$ cat config.mk
export PLATFORM = sky130hd
export DESIGN_NAME = stack_seq
export DESIGN_NICKNAME = d
export VERILOG_FILES = /design/src/rtl/stack_seq.sv
export SDC_FILE = /design/constraint.sdc
export NUM_CORES = 1
export LEC_CHECK = 0
export ABC_AREA = 1
export BUFFER_PORTS_ARGS = -buffer_cell sky130_fd_sc_hd__buf_2
export CORE_UTILIZATION = 40
export DETAILED_ROUTE_END_ITERATION = 10
export GPL_ROUTABILITY_DRIVEN = 0
export SLEW_MARGIN = 25
export SYNTH_ARGS = -nofsm -noshare
export SYNTH_HDL_FRONTEND = slang
export SYNTH_SLANG_ARGS = --single-unit
$ cat constraint.sdc
create_clock -name clk -period 2.7 [get_ports clk]
set_input_delay 0.81 -clock clk [delete_from_list [all_inputs] [get_ports clk]]
set_output_delay 0.81 -clock clk [all_outputs]
set_load 0.02 [all_outputs]
$ cat src/rtl/stack_seq.sv
// Stack-operation sequencer: expands PUSH/POP/CALL/RET/INTR/RTI into
// single-cycle stack memory steps with matching SP update strobes.
//
// state | meaning
// IDLE  | waiting for op_valid
// PSH1  | first push write (data or PC), SP--
// PSH2  | INTR second push write (flags), SP--
// RD1   | first pop read, SP++
// CAP1  | capture first read (POP data, RET PC, RTI flags)
// RD2   | RTI second pop read, SP++
// CAP2  | capture RTI PC
// ERR   | illegal op_code, report and return
module stack_seq #(
  parameter int DW = 8,
  parameter int FW = 4
) (
  input  logic          clk,
  input  logic          rst,
  input  logic          op_valid,
  input  logic [2:0]    op_code,
  input  logic [DW-1:0] sp_in,
  input  logic [DW-1:0] data_in,
  input  logic [DW-1:0] pc_in,
  input  logic [FW-1:0] flags_in,
  input  logic [DW-1:0] mem_rdata,
  output logic          busy,
  output logic [DW-1:0] mem_addr,
  output logic          mem_we,
  output logic [DW-1:0] mem_wdata,
  output logic          mem_re,
  output logic          dec_sp,
  output logic          inc_sp,
  output logic [DW-1:0] pop_data,
  output logic          pop_valid,
  output logic [DW-1:0] pc_out,
  output logic          pc_load,
  output logic [FW-1:0] flags_out,
  output logic          flags_load,
  output logic          done,
  output logic          err
);

  localparam logic [2:0] IDLE = 3'd0;
  localparam logic [2:0] PSH1 = 3'd1;
  localparam logic [2:0] PSH2 = 3'd2;
  localparam logic [2:0] RD1  = 3'd3;
  localparam logic [2:0] CAP1 = 3'd4;
  localparam logic [2:0] RD2  = 3'd5;
  localparam logic [2:0] CAP2 = 3'd6;
  localparam logic [2:0] ERR  = 3'd7;

  localparam logic [2:0] OP_PUSH = 3'b000;
  localparam logic [2:0] OP_POP  = 3'b001;
  localparam logic [2:0] OP_CALL = 3'b010;
  localparam logic [2:0] OP_RET  = 3'b011;
  localparam logic [2:0] OP_INTR = 3'b100;
  localparam logic [2:0] OP_RTI  = 3'b101;

  logic [2:0]    state, state_nxt;
  logic [2:0]    op_q;
  logic [DW-1:0] sp_q, data_q, pc_q;
  logic [FW-1:0] flags_q;
  logic [DW-1:0] pop_hold, pc_hold;
  logic [FW-1:0] flags_hold;

  // Next-state decode
  always_comb begin
    state_nxt = state;
    case (state)
      IDLE: begin
        if (op_valid) begin
          case (op_code)
            OP_PUSH, OP_CALL, OP_INTR: state_nxt = PSH1;
            OP_POP, OP_RET, OP_RTI:    state_nxt = RD1;
            default:                   state_nxt = ERR;
          endcase
        end
      end
      PSH1:    state_nxt = (op_q == OP_INTR) ? PSH2 : IDLE;
      PSH2:    state_nxt = IDLE;
      RD1:     state_nxt = CAP1;
      CAP1:    state_nxt = (op_q == OP_RTI) ? RD2 : IDLE;
      RD2:     state_nxt = CAP2;
      CAP2:    state_nxt = IDLE;
      default: state_nxt = IDLE;
    endcase
  end

  // State register and operand latch; sp_q tracks the SP strobes we issue
  always_ff @(posedge clk) begin
    if (rst) begin
      state   <= IDLE;
      op_q    <= 3'b000;
      sp_q    <= '0;
      data_q  <= '0;
      pc_q    <= '0;
      flags_q <= '0;
    end else begin
      state <= state_nxt;
      if (state == IDLE && op_valid) begin
        op_q    <= op_code;
        sp_q    <= sp_in;
        data_q  <= data_in;
        pc_q    <= pc_in;
        flags_q <= flags_in;
      end else if (state == PSH1 || state == PSH2) begin
        sp_q <= sp_q - DW'(1);
      end else if (state == RD1 || state == RD2) begin
        sp_q <= sp_q + DW'(1);
      end
    end
  end

  // Strobes and memory interface decoded from the registered state
  always_comb begin
    busy       = (state != IDLE);
    mem_addr   = '0;
    mem_we     = 1'b0;
    mem_wdata  = '0;
    mem_re     = 1'b0;
    dec_sp     = 1'b0;
    inc_sp     = 1'b0;
    pop_valid  = 1'b0;
    pc_load    = 1'b0;
    flags_load = 1'b0;
    done       = 1'b0;
    err        = 1'b0;
    case (state)
      PSH1: begin
        mem_we    = 1'b1;
        mem_addr  = sp_q;
        mem_wdata = (op_q == OP_PUSH) ? data_q : pc_q;
        dec_sp    = 1'b1;
        done      = (op_q != OP_INTR);
      end
      PSH2: begin
        mem_we    = 1'b1;
        mem_addr  = sp_q;
        mem_wdata = {{(DW-FW){1'b0}}, flags_q};
        dec_sp    = 1'b1;
        done      = 1'b1;
      end
      RD1, RD2: begin
        mem_re   = 1'b1;
        mem_addr = sp_q + DW'(1);
        inc_sp   = 1'b1;
      end
      CAP1: begin
        pop_valid  = (op_q == OP_POP);
        pc_load    = (op_q == OP_RET);
        flags_load = (op_q == OP_RTI);
        done       = (op_q != OP_RTI);
      end
      CAP2: begin
        pc_load = 1'b1;
        done    = 1'b1;
      end
      ERR: begin
        done = 1'b1;
        err  = 1'b1;
      end
      default: ;
    endcase
  end

  // Read data arrives during the capture step, so it is forwarded while
  // the load pulse is high and held in a register afterwards
  assign pop_data  = pop_valid  ? mem_rdata          : pop_hold;
  assign pc_out    = pc_load    ? mem_rdata          : pc_hold;
  assign flags_out = flags_load ? mem_rdata[FW-1:0]  : flags_hold;

  // Held result registers, updated only on their load pulses
  always_ff @(posedge clk) begin
    if (rst) begin
      pop_hold   <= '0;
      pc_hold    <= '0;
      flags_hold <= '0;
    end else begin
      if (pop_valid)  pop_hold   <= mem_rdata;
      if (pc_load)    pc_hold    <= mem_rdata;
      if (flags_load) flags_hold <= mem_rdata[FW-1:0];
    end
  end

endmodule

## Word-level counts from Yosys, hierarchy flattened

Index checks and enable logic that the tools add are counted.

| operators by class | value |
|---|---|
| mux-type cells | 21 |
| add/sub/neg operators | 2 |
| reduce and logical (&&, ||, !) cells | 13 |
| equality and inequality tests | 19 |

Operators by type and width:

| operator | count |
|---|---|
| $mux W8 | 6 |
| $pmux W8 S2 | 2 |
| $eq A3 B3 Y1 const B | 8 |
| $eq A3 B2 Y1 const B | 5 |
| $pmux W3 S5 | 1 |
| $eq A3 B1 Y1 const B | 3 |
| $logic_not A3 Y1 | 3 |
| $reduce_or A3 Y1 | 3 |
| $add A8 B1 Y8 const B | 1 |
| $sub A8 B1 Y8 const B | 1 |
| $mux W3 | 2 |
| $ne A3 B3 Y1 const B | 2 |
| $pmux W3 S2 | 1 |
| $reduce_bool A3 Y1 | 2 |
| $mux W1 | 5 |
| $mux W4 | 1 |
| $reduce_or A2 Y1 | 2 |
| $pmux W1 S3 | 1 |
| $logic_or A1 B1 Y1 | 2 |
| $mux W2 | 1 |
| $ne A2 B2 Y1 const B | 1 |
| $pmux W1 S2 | 1 |
| $logic_and A1 B1 Y1 | 1 |

| word-level totals | value |
|---|---|
| word-level logic and storage cells | 64 |
| input bits | 42 |
| bits in registers | 54 |

## Depth between registers and ports, before layout

| depth | value |
|---|---|
| depth in word-level cells | 5 |
| mapped depth | 9 |
| gate-level depth less buffers | 9 |

## Worst setup path after synthesis

OpenSTA, ideal clock, no wires.

| timing | value |
|---|---|
| path kind | register to output |
| start | register state[0] |
| end | output port mem_addr[0] |
| stages on the path, launching flop included | 6 |
| buffers on the path | 1 |
| path slack | 0.398 ns |
| data arrival time | 1.492 ns |
| cells stage by stage | dfxtp_1 > nand3_4 > nand2_4 > inv_2 > buf_4 > o21ai_0 |

| between the ends | value |
|---|---|
| longest elaborated chain between the ends | 3 |
| elaborated cells between the ends (all ways) | 7 |

RTL lines:

| what | RTL line | text |
|---|---|---|
| from (decl) | 59 | `logic [2:0] state, state_nxt;` |
| from (signal assigned) | 99 | `state <= state_nxt;` |
| $eq A3 B2 Y1 (tied with other cells) | 128 | `case (state)` |
| $reduce_or A2 Y1, on equally long branches | n/a |  |
| $pmux W8 S2 * | 128 |  |
| to (decl) | 27 | `output logic [DW-1:0] mem_addr,` |

Mark *: on every way between the ends. The rest lies on a longest branch, timed or not.

## Final worst setup path

| timing | value |
|---|---|
| start | register state[2] |
| end | output port pop_data[2] |

| between the ends | value |
|---|---|
| longest elaborated chain between the ends | 3 |

RTL lines:

| what | RTL line | text |
|---|---|---|
| $eq A3 B3 Y1 | 128 |  |
| $mux W1 | 128 |  |
| $mux W8 | n/a |  |
| to (decl) | 33 | `output logic [DW-1:0] pop_data,` |

Every way passes these cells.

==> flow_summary.toml <==
[timing]
fin_worst_hold_slack_ns = 0.454
fin_ws_ns = 0.132
fin_tns_setup_ns = 0
grt_setup_unrepaired = "yes"
drv_slew = 0
finalCritPeriodShare_pct = 95.1
max_slew_margin_pct = 67.9
fmax_ghz = 0.389
hold_viol = 0
worstMarginPinSlew_ns = 0.482
setup_viol = 0
fin_worst_skew_ns = 0.00648
period_needed_ns = 2.57

[setup_path]
r2r_slack_ns = 0.74
start_kind = "flop"
endpoint_kind = "primary output"
rr_worst_depth = 9
crit_start = "state[2]"
crit_path_end = "pop_data[2]"
r2r_end = "sp_q[6]"
critPathRequiredTime_ns = 1.89
cp.arrival_ns = 1.76
crit_type = "flop to primary output"
r2r-start = "state[2]"
cp_max_fo = 8

[clock_network]
clock_latency_ns = 0.30
cts_tree = "done"
ctsLongestPathBuffers = 2
cts_root_buffer = "clkbuf_8"
cts-buffers-inserted = 5
clk_pin_slew_worst_paths_ns = 0.10
cts.sinks = 54
hold_buffers = 0
cts_max_level = 2

[yosys]
synth.cell_area_sq_um = 2830
synth_top_area_share_pct = 38.1
synth_fp_nets = 454
synth.area.top_cells = "dfxtp_1 38%, o21ai_0 11%, inv_1 8.5%, a21oi_1 7.2%, nand2_1 6.6%"
synth_flop_cell = "dfxtp_1"
synth.largest_area_cell = "dfxtp_1"
seq_area_frac_synth_pct = 38.1
postSynth.asyncResetShare_pct = 0
ys.warnings.count = 0
avgSynthCellArea_sq_um = 6.91
synth.most_common_cell = "inv_1"
synth-edff-count = 0
synth_cells = 410
synth_common_cells = "64 x inv_1, 60 x o21ai_0, 54 x dfxtp_1, 50 x nand2_1, 41 x a21oi_1"
synth_seq_cells = 54
synth.distinct_cells = 33

[routing]
routedWlPerCell_um = 12.1
route.detailed.drc = 0
drt-initial-drc-count = 114
wl_um = 7130
vias = 2854
first_pass_iters = 4
vias_per_cell = 4.83
ant_nets = 0

[die]
design.core.area_sq_um = 6830
die-area_sq_um = 7430
rows = 30
dieWidth_um = 86.2
num_io_pins = 88
die_h_um = 86.2
initial_core_util_pct = 41.5

[power_and_ir_drop]
p_leak_nw = 1.82
p_sw_share_pct = 42.3
switchingPower_mw = 1.15
power_frac_clock_pct = 19.4
p_int_mw = 1.57
powerDensity_nw_per_um2 = 784
seq_power_share_pct = 38.2
p_comb_share_pct = 42.5
irDropWorstVdd_mv = 0.291

[min_path]
hold_class = "flop to flop"

[layout]
diodes = 0
area_growth_pct = 22.6
drive_gt1_share_pct = 27.9
stdcell_count = 591
fin_nets = 538
num-fill-cells = 758

[grt]
antenna_found_initial = 0
track_usage_pct = 19.3
grt_pass1_wl_um = 11600
grt_max_degree = 51
grt_pass1_vias = 2519
overflow = 0

[placed_design]
dp_cells = 578
io_buffer_count = 87
post-dp-hpwl_um = 5180
dp_slack_ns = 0.328

[flow_run]
max_cap_violations = 0

[run_status]
outcome = "finished clean"
## registers in the layout, indices dropped and copies added, names as in the netlist, 4 cells and up
signal / cells
pc_hold: 8
pop_hold: 8
data_q: 8
flags_q: 4
sp_q: 8
flags_hold: 4
pc_q: 8
## critical path, stage by stage, from the launching register on
cell	delay [ns]
dfxtp_1	0.47
nand2_2	0.14
nor3_4	0.26
inv_2	0.13
o21ai_0	0.23
inv_1	0.07
buf_2	0.16
## stage by stage
step / utilization [%] / power, mW / instance area (sq um)
2_1_floorplan: - / 1.93 / 2830
3_3_place_gp: 48.6 / 2.19 / 3320
3_5_place_dp: 48.6 / 2.20 / 3320
4_1_cts: 50.7 / 2.75 / 3460
5_1_grt: 50.9 / 2.95 / 3470
6_report: 50.9 / 2.73 / 3470
## how the worst min path moves through the flow
stage	from	endpoint	slack (ns)	depth (start not counted)
after CTS	flags_q[0]	flags_q[0]	0.46	2
final	flags_q[0]	flags_q[0]	0.45	2
after floorplan	flags_q[3]	flags_q[3]	0.42	2
after global routing	pc_q[4]	pc_q[4]	0.48	2
after detailed placement	pc_q[1]	pc_q[1]	0.44	2
after global placement	flags_q[3]	flags_q[3]	0.43	2
## cells by family after synthesis
family          share of synthesized area, %
simple gates                            23.9
compound gates                          22.2
buf+inv                                 13.0
flops                                   38.1
xor+xnor                                1.85
fa+ha+maj                              0.883
## power groups by stage
stage	combinational (mW)	sequential (mW)	clock, mW
4_1_cts	1.16	1.03	0.553
3_3_place_gp	1.14	1.05	0
3_5_place_dp	1.15	1.05	0
5_1_grt	1.30	1.06	0.590
2_1_floorplan	0.923	1.01	0
6_report	1.16	1.04	0.528
## cell type report
type | count | area (sq um) | share of cell area [%]
inverter | 71 | 267 | 7.67
clock buffer | 6 | 72.6 | 2.09
multi-input combinational | 266 | 1390 | 40.0
sequential | 54 | 1090 | 31.3
timing repair buffer | 96 | 503 | 14.5
tap | 96 | 120 | 3.46
clock inverter | 2 | 37.5 | 1.08
## what timing repair did
item                       CTS  global route
resized for setup            0            12
pin swaps                    2             0
buffers inserted             5             0
hold endpoints to repair     0             0
setup endpoints to repair    6            18
## routing by layer
metal	vias up	routed length (um)	GRT usage, %
li1	1493	-	-
met1	1268	3540	27.0
met2	86	3140	31.0
met3	7	381	3.71
met4	0	57	4.09
met5	-	0	0
## placed cells by master, fill, tap and decap left out, types with 2 or more instances in the layout
cell type,Yosys,routed
clkbuf_8,0,5
xor2_1,5,5
inv_2,7,7
a21oi_1,41,41
nand2_1,50,49
or2_2,9,9
nor2_1,31,31
o21ai_0,60,54
nor3_4,2,2
buf_4,4,9
buf_2,7,87
nand3_2,2,2
nor3_1,2,2
a31oi_1,3,3
nand3_1,31,31
dfxtp_1,54,50
nand2_4,3,3
nand2_2,2,3
o22ai_1,2,2
o211ai_1,2,2
or2_1,3,3
o21ai_2,2,2
o21ai_1,7,13
inv_1,64,64
dfxtp_2,0,4
Note: power is estimated with default switching activity, not from simulation.
